## config.mk

```make
export PLATFORM = sky130hd
export DESIGN_NAME = adder_pipelined
export DESIGN_NICKNAME = d
export VERILOG_FILES = /design/src/rtl/adder_pipelined_pkg.sv /design/src/rtl/adder_pipelined_slice.sv /design/src/rtl/adder_pipelined.sv
export SDC_FILE = /design/constraint.sdc
export NUM_CORES = 1
export LEC_CHECK = 0
export ABC_AREA = 1
export CORE_MARGIN = 3
export CORE_UTILIZATION = 60
export DETAILED_ROUTE_END_ITERATION = 6
export GPL_TIMING_DRIVEN = 0
export HOLD_SLACK_MARGIN = 0.02
export PLACE_DENSITY = 0.95
export RECOVER_POWER = 25
export SLEW_MARGIN = 20
export SYNTH_ARGS = -nofsm -noshare
export SYNTH_HDL_FRONTEND = slang
export SYNTH_SLANG_ARGS = --single-unit
```

## constraint.sdc

```tcl
create_clock -name clk -period 20.5 [get_ports clk]
set_input_delay 3.075 -clock clk [delete_from_list [all_inputs] [get_ports clk]]
set_output_delay 3.075 -clock clk [all_outputs]
set_load 0.005 [all_outputs]
```

## src/rtl/adder_pipelined_pkg.sv

```systemverilog
// Shared ALU definitions for the pipelined adder: op encodings, slice sizing
// and the parameter legality check used at elaboration.
package adder_pipelined_pkg;

    typedef enum logic [0:0] {
        ALU_OP_ADD = 1'b0,
        ALU_OP_SUB = 1'b1
    } alu_op_e;

    localparam alu_op_e ALU_SUB_SELECT = ALU_OP_SUB;

    function automatic int calcSlice(input int width, input int stages);
        return width / stages;
    endfunction

    function automatic bit sliceFits(input int width, input int stages);
        return (stages >= 1) && (stages <= width) && ((width % stages) == 0);
    endfunction

endpackage

```

## src/rtl/adder_pipelined_slice.sv

```systemverilog
// One pipeline slice: a ripple of full_adder cells feeding the registered
// partial sum, carry, carry-into-MSB and valid bit of that stage.
module full_adder (
    input  logic i_a,
    input  logic i_b,
    input  logic i_cin,
    output logic o_sum,
    output logic o_cout
);
    assign o_sum  = i_a ^ i_b ^ i_cin;
    assign o_cout = (i_a & i_b) | (i_cin & (i_a ^ i_b));
endmodule

module adder_slice_stage #(
    parameter int SLICE = 16
) (
    input  logic             clk,
    input  logic             rst_n,
    input  logic             i_en,
    input  logic             i_valid,
    input  logic [SLICE-1:0] i_a,
    input  logic [SLICE-1:0] i_b,
    input  logic             i_cin,
    output logic             o_valid,
    output logic [SLICE-1:0] o_sum,
    output logic             o_cout,
    output logic             o_msbCin
);
    logic [SLICE:0]   w_carry;
    logic [SLICE-1:0] w_sum;

    assign w_carry[0] = i_cin;

    for (genvar i = 0; i < SLICE; i++) begin : g_bit
        full_adder u_fa (
            .i_a    (i_a[i]),
            .i_b    (i_b[i]),
            .i_cin  (w_carry[i]),
            .o_sum  (w_sum[i]),
            .o_cout (w_carry[i+1])
        );
    end

    // Bubbles shift like real beats; only the enable (global advance) can hold the stage.
    always_ff @(posedge clk or negedge rst_n) begin
        if (!rst_n) begin
            o_valid  <= 1'b0;
            o_sum    <= '0;
            o_cout   <= 1'b0;
            o_msbCin <= 1'b0;
        end else if (i_en) begin
            o_valid  <= i_valid;
            o_sum    <= w_sum;
            o_cout   <= w_carry[SLICE];
            o_msbCin <= w_carry[SLICE-1];
        end
    end

endmodule

```

## src/rtl/adder_pipelined.sv

```systemverilog
// Pipelined add/subtract unit: WIDTH bits split over STAGES registered carry
// slices, with a valid/ready handshake and back-pressure on both sides.
module adder_pipelined
    import adder_pipelined_pkg::*;
#(
    parameter int WIDTH  = 64,
    parameter int STAGES = 4
) (
    input  logic             clk,
    input  logic             rst_n,
    input  logic             in_valid,
    output logic             in_ready,
    input  logic [WIDTH-1:0] a,
    input  logic [WIDTH-1:0] b,
    input  logic             c_in,
    input  logic             sub,
    output logic             out_valid,
    input  logic             out_ready,
    output logic [WIDTH-1:0] sum,
    output logic             c_out,
    output logic             overflow
);
    localparam int SLICE = calcSlice(WIDTH, STAGES);

    if (!sliceFits(WIDTH, STAGES)) begin : g_badParams
        $error("adder_pipelined: WIDTH must be a multiple of STAGES and STAGES <= WIDTH");
    end

    logic              w_adv;
    alu_op_e           w_op;
    logic [WIDTH-1:0]  w_bCond;
    logic              w_seed;
    logic [WIDTH-1:0]  w_aIn  [STAGES];
    logic [WIDTH-1:0]  w_bIn  [STAGES];
    logic [WIDTH-1:0]  w_res  [STAGES];
    logic [SLICE-1:0]  w_sliceSum [STAGES];
    logic [STAGES-1:0] w_valid;
    logic [STAGES-1:0] w_carry;
    logic [STAGES-1:0] w_msbCin;
    logic              w_unusedOps;

    assign w_adv    = !out_valid || out_ready;
    assign in_ready = w_adv;

    assign w_op    = sub ? ALU_OP_SUB : ALU_OP_ADD;
    assign w_bCond = (w_op == ALU_SUB_SELECT) ? ~b : b;
    assign w_seed  = (w_op == ALU_SUB_SELECT) ? 1'b1 : c_in;

    for (genvar k = 0; k < STAGES; k++) begin : g_stage
        logic w_cinStage;
        logic w_vinStage;

        if (k == 0) begin : g_head
            assign w_aIn[0]   = a;
            assign w_bIn[0]   = w_bCond;
            assign w_cinStage = w_seed;
            assign w_vinStage = in_valid;
            assign w_res[0]   = WIDTH'(w_sliceSum[0]);
        end else begin : g_body
            logic [WIDTH-1:0] r_aHold;
            logic [WIDTH-1:0] r_bHold;
            logic [WIDTH-1:0] r_lowHold;

            // Skew registers: operands travel alongside the beat, lower result bits follow it.
            always_ff @(posedge clk or negedge rst_n) begin
                if (!rst_n) begin
                    r_aHold   <= '0;
                    r_bHold   <= '0;
                    r_lowHold <= '0;
                end else if (w_adv) begin
                    r_aHold   <= w_aIn[k-1];
                    r_bHold   <= w_bIn[k-1];
                    r_lowHold <= w_res[k-1];
                end
            end

            assign w_aIn[k]   = r_aHold;
            assign w_bIn[k]   = r_bHold;
            assign w_cinStage = w_carry[k-1];
            assign w_vinStage = w_valid[k-1];
            assign w_res[k]   = r_lowHold | (WIDTH'(w_sliceSum[k]) << (k * SLICE));
        end

        adder_slice_stage #(
            .SLICE (SLICE)
        ) u_slice (
            .clk      (clk),
            .rst_n    (rst_n),
            .i_en     (w_adv),
            .i_valid  (w_vinStage),
            .i_a      (w_aIn[k][k*SLICE +: SLICE]),
            .i_b      (w_bIn[k][k*SLICE +: SLICE]),
            .i_cin    (w_cinStage),
            .o_valid  (w_valid[k]),
            .o_sum    (w_sliceSum[k]),
            .o_cout   (w_carry[k]),
            .o_msbCin (w_msbCin[k])
        );
    end

    // The last stage only consumes its own operand slice; inner MSB carries feed nothing.
    assign w_unusedOps = ^{w_aIn[STAGES-1], w_bIn[STAGES-1], w_msbCin};

    assign out_valid = w_valid[STAGES-1];
    assign sum       = w_res[STAGES-1];
    assign c_out     = w_carry[STAGES-1];
    assign overflow  = w_msbCin[STAGES-1] ^ w_carry[STAGES-1];

endmodule
```

==> results of run 1 <==
## path summary, 6_finish.rpt
check,from,end,depth (start not counted)
max in group clk,sub,g_stage[0].u_slice.o_sum[15],26
min in group asynchronous,rst_n,g_stage[3].g_body.r_lowHold[44],1
setup reg to reg,g_stage[1].u_slice.o_cout,g_stage[2].u_slice.o_sum[15],20
hold / removal,g_stage[3].g_body.r_lowHold[29],g_stage[3].g_body.r_lowHold[29],2
setup / recovery,rst_n,g_stage[2].g_body.r_aHold[56],2
hold reg to reg,g_stage[3].g_body.r_lowHold[29],g_stage[3].g_body.r_lowHold[29],2
## through the flow
step | cells | total power [mW]
final | 2331 | 3.060
after global routing | 2329 | 3.222
after CTS | 2327 | 3.028
after floorplan | 1728 | 1.804
after global placement | 2259 | 2.182
after detailed placement | 2262 | 2.280
## sequential cells by signal, summed over array words and instances (netlist names)
signal / cells
g_stage.u_slice.o_valid: 4
g_stage.g_body.r_bHold: 96
g_stage.u_slice.o_msbCin: 1
g_stage.g_body.r_lowHold: 96
g_stage.u_slice.o_sum: 64
g_stage.g_body.r_aHold: 96
g_stage.u_slice.o_cout: 4
## per-layer routing
layer | track usage, % | vias up
met1 | 41.52 | 6512
li1 | - | 5693
met2 | 55.48 | 1030
met3 | 8.077 | 276
met5 | 0 | -
met4 | 20.03 | 2
## Yosys cell counts
master / instances
sky130_fd_sc_hd__buf_2: 40
sky130_fd_sc_hd__inv_1: 133
sky130_fd_sc_hd__buf_4: 2
sky130_fd_sc_hd__xor2_1: 4
sky130_fd_sc_hd__clkbuf_1: 17
sky130_fd_sc_hd__fa_1: 64
sky130_fd_sc_hd__buf_6: 31
sky130_fd_sc_hd__dfrtp_1: 361
sky130_fd_sc_hd__inv_2: 1
sky130_fd_sc_hd__nand3_1: 48
sky130_fd_sc_hd__or2_2: 1
sky130_fd_sc_hd__o21ai_0: 116
sky130_fd_sc_hd__buf_8: 1
sky130_fd_sc_hd__xnor2_1: 13
sky130_fd_sc_hd__nand2_1: 891
sky130_fd_sc_hd__nor2_2: 1
sky130_fd_sc_hd__nand2_2: 1
sky130_fd_sc_hd__o21ai_1: 3
## cells by family after synthesis
logic type / share of synthesized area [%]
simple gates: 22.79
flops: 57.14
buf+inv: 7.250
compound gates: 3.767
fa+ha+maj: 8.104
xor+xnor: 0.9418
## cell type report
class / count / area (sq um)
antenna: 4 / 10.01
buffer: 91 / 643.1
clock buffer: 55 / 1106
clock inverter: 10 / 132.6
fill: 1454 / 6057
inverter: 134 / 503.0
multi-input combinational: 1142 / 5629
sequential: 361 / 9034
tap: 330 / 412.9
timing repair buffer: 204 / 2017
## layout by cell type, fill, tap and decap left out
cell type,n
sky130_fd_sc_hd__clkbuf_1,30
sky130_fd_sc_hd__or2_2,1
sky130_fd_sc_hd__buf_2,40
sky130_fd_sc_hd__xnor2_1,13
sky130_fd_sc_hd__clkbuf_16,39
sky130_fd_sc_hd__dfrtp_1,361
sky130_fd_sc_hd__clkbuf_8,7
sky130_fd_sc_hd__inv_6,1
sky130_fd_sc_hd__nor2_2,1
sky130_fd_sc_hd__o21ai_0,116
sky130_fd_sc_hd__nand2_2,1
sky130_fd_sc_hd__inv_2,1
sky130_fd_sc_hd__nand2_1,891
sky130_fd_sc_hd__diode_2,4
sky130_fd_sc_hd__fa_1,64
sky130_fd_sc_hd__nand3_1,48
sky130_fd_sc_hd__o21ai_1,3
sky130_fd_sc_hd__bufinv_16,3
sky130_fd_sc_hd__clkdlybuf4s50_1,200
sky130_fd_sc_hd__clkinv_2,5
sky130_fd_sc_hd__xor2_1,4
sky130_fd_sc_hd__buf_8,1
sky130_fd_sc_hd__buf_6,31
sky130_fd_sc_hd__buf_4,2
sky130_fd_sc_hd__inv_1,133
sky130_fd_sc_hd__clkinv_4,1
## report_power, final
group / leakage (nW) / switching, mW / internal [mW] / total (mW)
Clock: 0.612 / 0.283 / 0.412 / 0.695
Sequential: 4.36 / 0.219 / 1.03 / 1.25
Combinational: 5.01 / 0.648 / 0.466 / 1.11
==> metrics.txt, run 1 <==
Yosys reg bits=361; nets in the synthesized netlist=1,926; number of hold violations in the final report=0; postcts setup bufs=0; initial core utilization=61.89%; worst reg2reg setup slack=12,300 ps; latest clock arrival within the worst-skew pair=530 ps; number of DRC markers in iteration 0=1,762; max cap viols=4; post-synth design cell area=15,810 sq um; Least-Margin Pin Slew=5040 ps; Synth area leader=sky130_fd_sc_hd__dfrtp_1; die extent in y=168.3 um; net total in the final layout=2,169; setup repair after global routing missed its margin=no; core area=25,540 sq um; final critical delay including setup and external delays=10,700 ps; P per Cell Area=157.0 nW/um^2; area of the die=28,330 sq um; count of cell types in the netlist=18; series of cell instances along the critical path=clkbuf_1, clkbuf_1; maximum clock path buffer count=3; Overflow after GRT=0; vias post-DR=13.51k; post-route antenna net violation count=0; worst ir drop on vdd=0.09912 mV; Min Hold Slack=469.9 ps; Worst path most repeated cell=sky130_fd_sc_hd__clkbuf_1; detailed placer's ending HPWL=30,810 um; Row Count=58; Post-CTS Resized=0; Critical Path Slowest Stage Cell=sky130_fd_sc_hd__clkbuf_1; Final GP Congestion=0.8885; fraction of final layout cells sized beyond drive strength 1=6.710%; type of element launching the critical path=primary input; WL per Instance=20.45 um; Total Routed Length=47,670 um; TritonCTS sink count=361; mean post-synth cell area=9.149 sq um; critical path's top delay family=buffers and inverters; achievable frequency=0.09342 GHz; clock tree from TritonCTS=done; worst-case setup margin in the final layout=9796 ps; floorplan die width=168.3 um; biggest fanout along the worst timing path=95; pin count of the biggest net entering global routing=96; CTS H-tree lvls=2; 1st-pass router iterations=7; Worst Path Class, Setup=in -> async; Warnings, synthesis=0; via/cell ratio=5.797; Routed met2 length=22,940 um; first-pass GRT wire length=74,980 um; number of cells produced by synthesis=1,728; number of clock buffers inserted by TritonCTS=37; clk root buf=sky130_fd_sc_hd__clkbuf_16; # IOs=202; total non-filler cell area in the finished layout=19,490 sq um; arrival time worst endpoint=10,210 ps; highest routed metal layer=met5; part of the Yosys area used for sequential elements=57.14%; leading cell types by total area after synthesis=sky130_fd_sc_hd__dfrtp_1 57%, sky130_fd_sc_hd__nand2_1 21%, sky130_fd_sc_hd__fa_1 8.1%, sky130_fd_sc_hd__o21ai_0 3.7%, sky130_fd_sc_hd__inv_1 3.2%; sum of negative setup slack=0 ps; result of the run=complete, but fails checks; area of placed instances=18,320 sq um; final core occ=76.29%; met3 wire len=5094 um; total leakage power=9.988 nW; Met1 Wirelength=16,400 um; portion of synthesized cell area occupied by the leading cell type=57.14%; via count of the first global-routing pass=14.33k; growth of design area from synthesis to finish=23.27%; crit end category=async pin; Buf/Inv on CP=2; failing checks=design-rule violations, max-capacitance violations, max-slew violations; antenna violations before repair=3; Slew Limit Fails=368; headroom to the max-slew limit=-236.0%; Total GRT Usage=33.95%; worst setup slack before clock tree synthesis=9419 ps; Residual DRC=10; clock transition at the register clock pins on the worst setup and hold paths after CTS=60 ps; Worst Skew=23.70 ps; share of the clock period used by the worst path after layout=52.22%; Critical Path Max Stage Delay=3560 ps; CTS hold repair buffers=0; count of input and output buffers=201; required time of the worst setup path=20,000 ps; Hold Path Class=reg -> reg; final setup violation count=0
(Power assumes the default switching activity.)
==> run 2, diff against run 1 <==
CORE_UTILIZATION = 50   (was 60)
PLACE_DENSITY = 0.86   (was 0.95)
clock period = 9.3 ns   (was 20.5 ns; I/O delays follow)
==> run 2 against run 1 <==
Compared with the run above:
- count of clock-buffer cells in the layout shrank 1
- register-to-register slack worse by 11000 ps
- utilization fell by 12 points
- setup slack lost 9400 ps
- the flow finishes with violations (max-capacitance violations, max-slew violations)
- total power increased by 120%
- routed wire length shrank 10%
- sequential power increased by 120%
- die area is 19% higher
- highest routed layer unchanged
- clock power up 140%
- sequential cell count stayed put
- via count down 7.2%
- critical endpoint is now g_stage[0].u_slice.o_sum[15]
- worst hold slack lost 2.6 ps
==> metrics.txt, run 2 (same netlist as run 1, synthesis figures left out) <==
result of the run=complete, but fails checks; failing checks=max-capacitance violations, max-slew violations; WL per Instance=17.82 um (-13%); max cap viols=2 (-2); 1st-pass router iterations=6 (-1); count of placed standard cells including taps=2,328 (+2.9%); number of hold violations in the final report=0 (unchanged); Residual DRC=0 (-10); number of DRC markers in iteration 0=1,143 (-35%); clock transition at the register clock pins on the worst setup and hold paths after CTS=70 ps (about the same); TritonCTS sink count=361 (unchanged); fraction of final layout cells sized beyond drive strength 1=7.200% (+0.49 points); Hold Path Class=reg -> reg; CTS H-tree lvls=2 (unchanged); Worst Path Class, Setup=in -> reg; core area=30,910 sq um (+21%); Post-CTS Resized=0 (unchanged); worst ir drop on vdd=0.1587 mV (+60%); clk root buf=sky130_fd_sc_hd__clkbuf_16; internal power consumption=4.307 mW (+130%); final critical delay including setup and external delays=8895 ps; initial core utilization=51.15% (-11 points); maximum clock path buffer count=3 (unchanged); Hold Crit Endpoint=g_stage[3].g_body.r_lowHold[29]; floorplan die width=183.8 um (+9.2%); biggest registers after layout=g_stage.g_body.r_aHold (96), g_stage.g_body.r_bHold (96), g_stage.g_body.r_lowHold (96); sum of negative setup slack=0 ps (unchanged); reg-to-reg critical path endpoint=g_stage[2].u_slice.o_sum[15]; antenna violations before repair=3 (unchanged); Final GP Congestion=0.8719 (-1.9%); commonest non-fill, non-tap cell in the layout=sky130_fd_sc_hd__nand2_1; clock tree from TritonCTS=done; biggest fanout along the worst timing path=10 (-89%); net switching share of the total power=35.77% (-1.8 points); achievable frequency=0.1124 GHz; pin count of the biggest net entering global routing=105 (+9.4%); growth of design area from synthesis to finish=24.92%; CTS hold repair buffers=0 (unchanged); setup repair after global routing missed its margin=no; crit end category=register; share of power burned in the clock network=24.4% (+1.7 points); total leakage power=10.08 nW (+0.89%); worst reg2reg path depth=20 (unchanged); area of the die=33,790 sq um (+19%); number of stages on the worst hold path=2 (unchanged); Overflow after GRT=0 (unchanged); Slew Limit Fails=191 (-48%); arrival time worst endpoint=9330 ps (-880 ps); fraction of power consumed by combinational cells=35.1% (-1.3 points); postcts setup bufs=0 (unchanged); count of input and output buffers=201 (unchanged); vias post-DR=12.54k (-7.2%); type of element launching the critical path=primary input; required time of the worst setup path=9740 ps (-10,260 ps); total non-filler cell area in the finished layout=19,750 sq um (+1.3%); die extent in y=183.8 um (+9.2%); Row Count=64 (+10%); via/cell ratio=5.228 (-9.8%); share of the clock period used by the worst path after layout=95.64%; worst flop-to-flop path startpoint=g_stage[1].u_slice.o_cout; # IOs=202 (unchanged); detailed placer's ending HPWL=30,470 um (-1.1%); non-filler instance count after layout=2,398 (+2.9%); latest clock arrival within the worst-skew pair=540 ps (about the same); total net switching power=2.398 mW (+110%); net total in the final layout=2,169 (unchanged); P per Cell Area=339.6 nW/um^2 (+120%); number of clock buffers inserted by TritonCTS=37 (unchanged); sequential fraction of design power=40.5% (-0.4 points); area of placed instances=18,400 sq um (+0.45%); Least-Margin Pin Slew=4572 ps (-467.9 ps); Total Routed Length=42,740 um (-10%); via count of the first global-routing pass=13.11k (-8.5%); # fillers=2,316 (+59%); post-route antenna net violation count=0 (unchanged); headroom to the max-slew limit=-204.8% (+31 points); commonest cells after routing, fill and taps aside=891 x sky130_fd_sc_hd__nand2_1, 361 x sky130_fd_sc_hd__dfrtp_1, 200 x sky130_fd_sc_hd__clkdlybuf4s50_1; final setup violation count=0 (unchanged); Hold Path Origin=g_stage[3].g_body.r_lowHold[29]; first-pass GRT wire length=68,390 um (-8.8%); Worst Skew=19.24 ps (-4.465 ps); Total GRT Usage=25.81% (-8.1 points); worst reg2reg setup slack=1160 ps (-11,140 ps)
==> run 2: area by class of cell <==
type	instances	area, sq um	area share [%]
clock buffer	54	1121	5.677
buffer	91	643.1	3.256
antenna	2	5.005	0.02534
inverter	134	503.0	2.547
tap	396	495.5	2.509
sequential	361	9034	45.74
multi-input combinational	1142	5629	28.50
clock inverter	14	252.7	1.280
timing repair buffer	204	2066	10.46
==> run 2: per-layer routing <==
layer	vias to the layer above	track usage [%]	part of all wire, %
met4	2	9.102	3.5
li1	5698	-	-
met5	-	0	0.037
met1	6175	33.97	40
met2	553	43.68	50
met3	109	4.551	7.4
==> run 2: critical path, cell delays in order <==
cell and delay, ps:
sky130_fd_sc_hd__clkdlybuf4s50_1 500, sky130_fd_sc_hd__buf_2 350, sky130_fd_sc_hd__buf_2 400, sky130_fd_sc_hd__xor2_1 260, sky130_fd_sc_hd__fa_1 220, sky130_fd_sc_hd__inv_1 50
sky130_fd_sc_hd__fa_1 370, sky130_fd_sc_hd__fa_1 390, sky130_fd_sc_hd__fa_1 390, sky130_fd_sc_hd__fa_1 420, sky130_fd_sc_hd__fa_1 400, sky130_fd_sc_hd__fa_1 390
sky130_fd_sc_hd__fa_1 400, sky130_fd_sc_hd__fa_1 380, sky130_fd_sc_hd__inv_1 80, sky130_fd_sc_hd__fa_1 160, sky130_fd_sc_hd__inv_1 60, sky130_fd_sc_hd__fa_1 370
sky130_fd_sc_hd__fa_1 390, sky130_fd_sc_hd__fa_1 480, sky130_fd_sc_hd__fa_1 460, sky130_fd_sc_hd__fa_1 400, sky130_fd_sc_hd__inv_1 80, sky130_fd_sc_hd__fa_1 410
sky130_fd_sc_hd__nand2_1 80, sky130_fd_sc_hd__nand2_1 50
==> run 2: how the worst max path moves through the flow <==
stage	start	cells after the start	slack (ps)	end
floorplan	sub	25	1290	g_stage[0].u_slice.o_sum[15]
global placement	rst_n	1	-7910	g_stage[1].g_body.r_aHold[22]
detailed placement	sub	26	-130	g_stage[0].u_slice.o_sum[15]
CTS	sub	26	430	g_stage[0].u_slice.o_sum[15]
global route	sub	26	200	g_stage[0].u_slice.o_sum[15]
finish	sub	26	410	g_stage[0].u_slice.o_sum[15]
==> run 2: metrics by stage <==
stage	setup slack, ps	total power [mW]	util (%)	hold WS [ps]
after floorplan	1290	3.976	-	419.6
after global placement	-7911	4.859	59.26	436.0
after detailed placement	-130.2	5.022	59.54	450.5
after CTS	426.5	6.709	63.99	470.1
after global routing	201.1	7.155	63.89	495.6
final	405.0	6.706	63.89	467.4
==> run 2: power by group through the flow <==
| stage | Clock [mW] | Sequential, mW | Combinational [mW] |
|---|---|---|---|
| final | 1.64 | 2.71 | 2.35 |
| after global routing | 1.72 | 2.78 | 2.65 |
| after global placement | 0 | 2.69 | 2.17 |
| after detailed placement | 0 | 2.71 | 2.31 |
| after floorplan | 0 | 2.61 | 1.37 |
| after CTS | 1.65 | 2.70 | 2.36 |
==> run 3, diff against run 2 <==
--- a/config.mk
+++ b/config.mk
@@ -7,4 +7,5 @@
 export LEC_CHECK = 0
 export ABC_AREA = 1
+export CAP_MARGIN = 20
 export CORE_MARGIN = 3
 export CORE_UTILIZATION = 50
==> constraint.sdc (replaced) <==
create_clock -name clk -period 9.3 [get_ports clk]
set_input_delay 1.86 -clock clk [delete_from_list [all_inputs] [get_ports clk]]
set_output_delay 1.86 -clock clk [all_outputs]
set_load 0.005 [all_outputs]
==> run 3 against run 2 <==
Compared with the run above:
- the run still ends with max-capacitance violations, max-slew violations left
- utilization about the same
- non-clock buffer count unchanged
- first-iteration DRC count decreased by 5.8%
- clock power about the same
- global-route usage unchanged
- total power about the same
- die area unchanged
- combinational power about the same
- highest routed layer unchanged
- sequential share of layout area about the same
==> metrics.txt, run 3 (same netlist as run 1, synthesis figures left out) <==
CTS hold repair buffers=0 (unchanged); maximum clock path buffer count=3 (unchanged); # IOs=202 (unchanged); net total in the final layout=2,169 (unchanged); Overflow after GRT=0 (unchanged); worst ir drop on vdd=0.1592 mV (+0.30%); growth of design area from synthesis to finish=24.84% (about the same); Worst Skew=16.74 ps (-2.493 ps); arrival time worst endpoint=9500 ps (+170 ps); Design Power=6.702 mW (about the same); share of the clock period used by the worst path after layout=97.42% (+1.8 points); fraction of final layout cells sized beyond drive strength 1=7.200% (unchanged); commonest non-fill, non-tap cell in the layout=sky130_fd_sc_hd__nand2_1; Final GP Congestion=0.8719 (unchanged); failing checks=max-capacitance violations, max-slew violations; type of element launching the critical path=primary input; Hold Path Origin=g_stage[3].g_body.r_lowHold[29]; clk root buf=sky130_fd_sc_hd__clkbuf_16; pin count of the biggest net entering global routing=105 (unchanged); total leakage power=10.07 nW (about the same); core area=30,910 sq um (unchanged); latest clock arrival within the worst-skew pair=540 ps (about the same); via count of the first global-routing pass=13.11k (unchanged); P per Cell Area=339.6 nW/um^2 (about the same); worst reg2reg path depth=20 (unchanged); launching instance or port of the critical path=sub; vias post-DR=12.54k (+0.032%); number of clock buffers inserted by TritonCTS=37 (unchanged); number of DRC markers in iteration 0=1,077 (-5.8%); clock tree from TritonCTS=done; detailed placer's ending HPWL=30,470 um (unchanged); first-pass GRT wire length=68,390 um (unchanged); count of input and output buffers=201 (unchanged); Min Hold Slack=467.3 ps (-0.03100 ps); final critical delay including setup and external delays=9060 ps (+165.4 ps); required time of the worst setup path=9740 ps (about the same); number of hold violations in the final report=0 (unchanged); Hold Path Class=reg -> reg; WL per Instance=17.84 um (about the same); setup repair after global routing missed its margin=no; clock transition at the register clock pins on the worst setup and hold paths after CTS=60 ps (about the same); worst flop-to-flop path startpoint=g_stage[1].u_slice.o_cout; Slew Limit Fails=283 (+48%); met2 track utilization from global routing=43.68% (unchanged); Worst Path Class, Setup=in -> reg; non-filler instance count after layout=2,398 (unchanged); worst reg2reg setup slack=1160 ps (about the same); antenna violations before repair=3 (unchanged); biggest registers after layout=g_stage.g_body.r_aHold (96), g_stage.g_body.r_bHold (96), g_stage.g_body.r_lowHold (96); grt peak-use layer=met2; 1st-pass router iterations=5 (-1); GRT met1 Usage=33.97% (unchanged); max cap viols=3 (+1); headroom to the max-slew limit=-193.8% (+11 points); biggest fanout along the worst timing path=10 (unchanged); via/cell ratio=5.230 (about the same); CTS H-tree lvls=2 (unchanged); Row Count=64 (unchanged); final core occ=63.85% (about the same); floorplan die width=183.8 um (unchanged); result of the run=complete, but fails checks; postcts setup bufs=0 (unchanged); initial core utilization=51.15% (unchanged); commonest cells after routing, fill and taps aside=891 x sky130_fd_sc_hd__nand2_1, 361 x sky130_fd_sc_hd__dfrtp_1, 200 x sky130_fd_sc_hd__clkdlybuf4s50_1; achievable frequency=0.1104 GHz (-1.8%); post-route antenna net violation count=0 (unchanged); area of the die=33,790 sq um (unchanged); Post-CTS Resized=1 (+1); final setup violation count=0 (unchanged); number of stages on the worst hold path=2 (unchanged); Total Routed Length=42,770 um (about the same); crit end category=register; die extent in y=183.8 um (unchanged); worst-case setup margin in the final layout=239.7 ps (-165.4 ps); GR Layer Usage met3=4.551% (unchanged); Least-Margin Pin Slew=4408 ps (-164.1 ps); Total GRT Usage=25.81% (unchanged); worst setup slack before clock tree synthesis=-595.2 ps (-465.0 ps); TritonCTS sink count=361 (unchanged); Residual DRC=0 (unchanged); count of placed standard cells including taps=2,328 (unchanged)
-- run 3: cell count changes in the layout (fill, tap and decap cells not counted), sizes merged --
cell / change
buf: -1
clkbuf: +1
-- run 3: power breakdown --
part | switching (mW) | leakage [nW] | internal, mW
sequential | 0.440 | 4.36 | 2.28
clock | 0.626 | 0.675 | 1.01
combinational | 1.33 | 5.03 | 1.02
-- run 3: area by class of cell --
type	instances	area (sq um)
clock inverter	14	252.7
fill	2316	11170
multi-input combinational	1142	5629
inverter	134	503.0
clock buffer	54	1121
tap	396	495.5
timing repair buffer	204	2043
antenna	2	5.005
buffer	91	651.9
sequential	361	9034
-- run 3: metal layers --
layer / vias up / share of wire, % / wire length (um)
li1: 5693 / - / -
met3: 110 / 7.6 / 3232
met5: - / 0.037 / 16
met2: 579 / 50 / 21210
met4: 2 / 3.4 / 1459
met1: 6157 / 39 / 16850
-- run 3: per-stage QoR --
| stage | setup TNS, ps | instance area (sq um) |
|---|---|---|
| floorplan | 0 | 15810 |
| global placement | -3016010 | 18320 |
| detailed placement | -1149 | 18400 |
| CTS | 0 | 19780 |
| global route | 0 | 19740 |
| finish | 0 | 19740 |
-- run 3: final timing paths --
path,to
worst max-delay path,g_stage[0].u_slice.o_sum[15]
min in group asynchronous,g_stage[1].g_body.r_aHold[43]
max in group asynchronous,g_stage[1].g_body.r_aHold[18]
worst min register to register,g_stage[3].g_body.r_lowHold[29]
worst max register to register,g_stage[2].u_slice.o_sum[15]
worst min-delay path,g_stage[3].g_body.r_lowHold[29]
-- run 3: critical path, stage by stage --
cell and delay [ps]:
sky130_fd_sc_hd__clkdlybuf4s50_1 500, sky130_fd_sc_hd__buf_4 260, sky130_fd_sc_hd__buf_6 220, sky130_fd_sc_hd__xor2_1 230, sky130_fd_sc_hd__fa_1 210, sky130_fd_sc_hd__inv_1 50, sky130_fd_sc_hd__fa_1 370, sky130_fd_sc_hd__fa_1 390
sky130_fd_sc_hd__fa_1 390, sky130_fd_sc_hd__fa_1 420, sky130_fd_sc_hd__fa_1 400, sky130_fd_sc_hd__fa_1 390, sky130_fd_sc_hd__fa_1 400, sky130_fd_sc_hd__fa_1 380, sky130_fd_sc_hd__inv_1 80, sky130_fd_sc_hd__fa_1 160
sky130_fd_sc_hd__inv_1 50, sky130_fd_sc_hd__fa_1 370, sky130_fd_sc_hd__fa_1 390, sky130_fd_sc_hd__fa_1 480, sky130_fd_sc_hd__fa_1 460, sky130_fd_sc_hd__fa_1 400, sky130_fd_sc_hd__inv_1 80, sky130_fd_sc_hd__fa_1 410
sky130_fd_sc_hd__nand2_1 80, sky130_fd_sc_hd__nand2_1 50
